## src/rtl/dbg_reg_access.sv

```systemverilog
// Debug-side GPR access engine: runs abstract-command register reads/writes
// against the core register file while the hart is halted.
module dbg_reg_access #(
  parameter int unsigned Width   = 32,
  parameter int unsigned Depth   = 32,
  parameter logic [15:0] RegBase = 16'h1000,
  localparam int unsigned AW     = $clog2(Depth)
) (
  input  logic             clk,
  input  logic             rst,
  input  logic             cmd_valid,
  output logic             cmd_ready,
  input  logic             cmd_write,
  input  logic [15:0]      cmd_regno,
  input  logic [Width-1:0] cmd_wdata,
  input  logic             core_halted,
  output logic             rsp_valid,
  input  logic             rsp_ready,
  output logic [Width-1:0] rsp_rdata,
  output logic             rsp_err,
  output logic             rf_sel,
  output logic [AW-1:0]    rf_rd_addr,
  input  logic [Width-1:0] rf_rd_data,
  output logic [AW-1:0]    rf_wr_addr,
  output logic [Width-1:0] rf_wr_data,
  output logic             rf_wr_en
);

  typedef enum logic [1:0] {
    S_IDLE,
    S_CLAIM,
    S_ACCESS,
    S_RESP
  } state_t;

  state_t             r_state;
  state_t             w_next;

  logic               r_write;
  logic [AW-1:0]      r_idx;
  logic [Width-1:0]   r_wdata;
  logic [Width-1:0]   r_rdata;
  logic               r_err;

  logic [16:0]        w_off;
  logic               w_in_range;
  logic               w_cmd_ok;
  logic               w_accept;
  logic               w_abort;

  // 17-bit subtraction so a regno below RegBase wraps to a huge offset.
  assign w_off      = {1'b0, cmd_regno} - {1'b0, RegBase};
  assign w_in_range = (cmd_regno >= RegBase) && (w_off < 17'(Depth));
  assign w_cmd_ok   = w_in_range && core_halted;

  always_ff @(posedge clk or posedge rst) begin
    if (rst) begin
      r_state <= S_IDLE;
    end else begin
      r_state <= w_next;
    end
  end

  always_comb begin
    w_next    = r_state;
    cmd_ready = 1'b0;
    rsp_valid = 1'b0;
    rf_sel    = 1'b0;
    rf_wr_en  = 1'b0;
    w_accept  = 1'b0;
    w_abort   = 1'b0;
    case (r_state)
      S_IDLE: begin
        cmd_ready = 1'b1;
        if (cmd_valid) begin
          w_accept = 1'b1;
          w_next   = w_cmd_ok ? S_CLAIM : S_RESP;
        end
      end
      S_CLAIM: begin
        rf_sel = 1'b1;
        if (!core_halted) begin
          w_abort = 1'b1;
          w_next  = S_RESP;
        end else begin
          w_next  = S_ACCESS;
        end
      end
      S_ACCESS: begin
        rf_sel   = 1'b1;
        // Halt loss suppresses the write within the same cycle.
        rf_wr_en = r_write && core_halted;
        w_abort  = !core_halted;
        w_next   = S_RESP;
      end
      S_RESP: begin
        rsp_valid = 1'b1;
        if (rsp_ready) begin
          w_next = S_IDLE;
        end
      end
      default: begin
        w_next = S_IDLE;
      end
    endcase
  end

  always_ff @(posedge clk or posedge rst) begin
    if (rst) begin
      r_write <= 1'b0;
      r_idx   <= '0;
      r_wdata <= '0;
      r_rdata <= '0;
      r_err   <= 1'b0;
    end else begin
      if (w_accept) begin
        r_write <= cmd_write;
        r_idx   <= w_off[AW-1:0];
        r_wdata <= cmd_wdata;
        r_rdata <= '0;
        r_err   <= !w_cmd_ok;
      end
      if (w_abort) begin
        r_err   <= 1'b1;
        r_rdata <= '0;
      end else if (r_state == S_ACCESS && !r_write) begin
        r_rdata <= rf_rd_data;
      end
    end
  end

  assign rf_rd_addr = rf_sel   ? r_idx   : '0;
  assign rf_wr_addr = rf_sel   ? r_idx   : '0;
  assign rf_wr_data = rf_wr_en ? r_wdata : '0;
  assign rsp_rdata  = r_rdata;
  assign rsp_err    = r_err;

endmodule

```

## config.mk

```make
export PLATFORM = sky130hd
export DESIGN_NAME = dbg_reg_access
export DESIGN_NICKNAME = d
export VERILOG_FILES = /design/src/rtl/dbg_reg_access.sv
export SDC_FILE = /design/constraint.sdc
export NUM_CORES = 1
export LEC_CHECK = 0
export CORE_AREA = 2 2 93 95
export CTS_CLUSTER_DIAMETER = 50
export DETAILED_ROUTE_END_ITERATION = 7
export DIE_AREA = 0 0 95 97
export HOLD_SLACK_MARGIN = 0.12
export PLACE_DENSITY = 0.78
export SKIP_CTS_REPAIR_TIMING = 1
export SYNTH_ARGS = -nofsm -noshare
export SYNTH_HDL_FRONTEND = slang
export SYNTH_SLANG_ARGS = --single-unit
```

## constraint.sdc

```tcl
create_clock -name clk -period 3.8 [get_ports clk]
set_clock_uncertainty 0.2 [all_clocks]
set_input_delay 1.14 -clock clk [delete_from_list [all_inputs] [get_ports clk]]
set_output_delay 1.14 -clock clk [all_outputs]
set_load 0.01 [all_outputs]
```

==> flow_summary_export.csv <==
group,metric,value,unit
yosys,ys_types,32,
yosys,synth_top_area_share,58.3,%
die,die_h,97,um
finish,seqCellArea,1830,um^2
clocking,clock_sink_count,73,
grt,first_global_vias,2598,
sta,finalMaxSlewViolations,0,
finish,n_antenna_cell,0,
sta,fmax,288,MHz
sta,max_slew_margin,71.4,%
min_path,min_path_cells,1,
grt,overflow,0,
finish,area_growth,65.7,%
detailed_routing,drt_wl_total,7800,um
yosys,synth_simple_gate_area_share,10.5,%
worst_setup_path,critPathArrivalTime,2.14,ns
die,io_pins,165,
grt,antenna_found_initial,0,
detailed_routing,vias_per_cell,4.83,
yosys,synthesis.area,3130,um^2
worst_setup_path,critPathLaunchType,"input port",
job,max_cap_viol_count,0,
worst_setup_path,reg2reg_depth,6,
worst_setup_path,worst-path-max-fanout,16,
yosys,synth_largest_area_cell,"dfrtp_1",
min_path,worstHoldPathType,"flip-flop to flip-flop",
clocking,cts_buffers,9,
grt,grt_max_degree,34,
placement,gp_congestion,0.763,
clocking,clk_path_buf_depth,2,
worst_setup_path,crit_path_end_kind,"primary output",
sta,fin_crit,3.48,ns
yosys,syn-num-nets,324,
yosys,synthArstFlopShare,100,%
power,power_leakage,2.73,nW
yosys,yosys-mux-area-fraction,13.7,%
yosys,ys_ff_latch,73,
die,rows,33,
power,power.density,709,nW/um^2
die,die_area,9220,um^2
clocking,htree_levels,3,
sta,tightest_slew,0.428,ns
detailed_routing,drtIter0Drc,54,
power,ir_drop,346,uV
power,power.total,3.68,mW
clocking,cts_root_buf,"clkbuf_8",
yosys,ys_seq_area_share,58.3,%
placement,portBuffers,164,
sta,layout_worst_path_cycle_share,91.5,%
detailed_routing,route.detailed.drc,0,
detailed_routing,drtAntennaViolNets,0,
finish,multiInputGateArea,1180,um^2
clocking,cts_tree,"yes",
die,fp.dieW,95,um
placement,place.detailed.hpwl,5640,um
finish,layout-drive-gt1-share,18.3,%
yosys,synth_edf_count,0,
worst_setup_path,crit_type,"input port to primary output",
die,start_util,38.5,%
yosys,yosys.area_share.adder,2.00,%
finish,layout.nets,490,
grt,grt_usage,16.8,%
detailed_routing,num_vias,2459,
yosys,ys_top_cells_by_area,"dfrtp_1, mux2_2, a22o_1",
yosys,synth_compound_area_share,10.9,%
yosys,synth_top_family_by_area,"multiplexers",
yosys,ys.warnings.count,0,
detailed_routing,dr.pass1.iters,4,
sta,hold_violations,0,
sta,rsz0062_at_grt,"false",
clocking,clock_latency,0.33,ns
die,core-area,8130,um^2
yosys,syn_inst,233,
worst_setup_path,cp.required,2.46,ns
clocking,clk_pin_slew,0.07,ns
yosys,ys.flop_type,"dfrtp_1",
yosys,avgSynthCellArea,13.5,um^2
run_status,status,"finished clean",
finish,fill_cells,615,
sta,setup-violations-final,0,
detailed_routing,wire_per_inst,15.3,um
grt,grt_pass1_wl,12200,um
yosys,synth_xor_area_share,0.279,%
sta,holdWs,0.296,ns
## cell families after synthesis
group	after synthesis
adders and majority gates	5
and+or+nand+nor	51
AOI/OAI and AO/OA	40
muxes	38
DFF	73
buffers and inverters	25
xor gates and xnor gates	1
## routing by layer
metal	up-vias	GRT usage (%)	share of wire [%]
met1	1170	20.7	41
met2	120	26.7	48
met3	16	5.45	8.7
met5	-	0	0
li1	1153	-	-
met4	0	7.36	2.5
## worst max-delay path: stages
cell and delay, ns:
dlymetal6s2s_1 0.15, and3_4 0.21, buf_4 0.15, clkbuf_16 0.16, and2_1 0.16, dlymetal6s2s_1 0.17
## worst paths after layout
path | from | to | slack [ns]
worst max-delay path | core_halted | rf_wr_data[30] | 0.32
worst min-delay path | r_wdata[4]$_DFFE_PP0P_ | r_wdata[4]$_DFFE_PP0P_ | 0.30
worst max register to register | r_state[0]$_DFFE_PP0P_ | rsp_rdata[25]$_DFFE_PP0P_ | 1.46
worst min register to register | r_wdata[4]$_DFFE_PP0P_ | r_wdata[4]$_DFFE_PP0P_ | 0.30
max in group asynchronous | rst | rsp_rdata[0]$_DFFE_PP0P_ | 1.79
min in group asynchronous | rst | r_wdata[22]$_DFFE_PP0P_ | 0.93
## synthesized netlist by cell type (2+ instances only)
cell type  count
a21oi_1        2
a22o_1        30
a22o_2         2
and2_1        37
buf_4          5
buf_6          3
clkbuf_1       8
dfrtp_1       73
ha_1           5
inv_1          7
mux2_2        38
nor3b_1        2
nor4b_1        2
## sequential cells by signal, summed over array words and instances (netlist names)
register and cells:
r_wdata 32, rsp_rdata 32, r_idx 5, r_state 2, r_write 1, rsp_err 1
## layout make-up
cell class | count | area share, %
clock inverter | 5 | 1.49
clock buffer | 11 | 2.92
timing repair buffer | 173 | 34.7
tap | 105 | 2.53
sequential | 73 | 35.2
multi-input combinational | 135 | 22.7
inverter | 7 | 0.506
## placed cells by master, fill, tap and decap left out, types with 2 or more instances in the layout
cell type / netlist / layout
a21oi_1: 2 / 2
clkinv_2: 0 / 2
dfrtp_1: 73 / 73
dlymetal6s2s_1: 0 / 29
clkbuf_8: 0 / 11
bufinv_16: 0 / 2
nor4b_1: 2 / 2
a22o_2: 2 / 2
a22o_1: 30 / 30
mux2_2: 38 / 38
clkbuf_2: 0 / 5
buf_4: 5 / 6
ha_1: 5 / 5
clkdlybuf4s50_1: 0 / 130
and2_1: 37 / 37
buf_12: 0 / 2
inv_1: 7 / 6
## power breakdown
part	switching [mW]	total (mW)	internal (mW)
clock network	0.273	0.676	0.403
logic	0.678	1.68	0.997
registers	0.194	1.33	1.14
total	1.14	3.68	2.54
## per-stage QoR
stage	utilization, %	setup slack, ns	area, um^2	TNS (ns)	cells
6_report	63.8	0.322	5190	0	509
3_3_place_gp	60.0	-0.235	4880	-7.13	491
2_1_floorplan	-	0.607	3130	0	233
3_5_place_dp	60.0	-0.257	4880	-7.87	491
5_1_grt	63.8	0.261	5190	0	509
4_1_cts	62.8	-0.257	5110	-7.89	507
(Power assumes the default switching activity.)
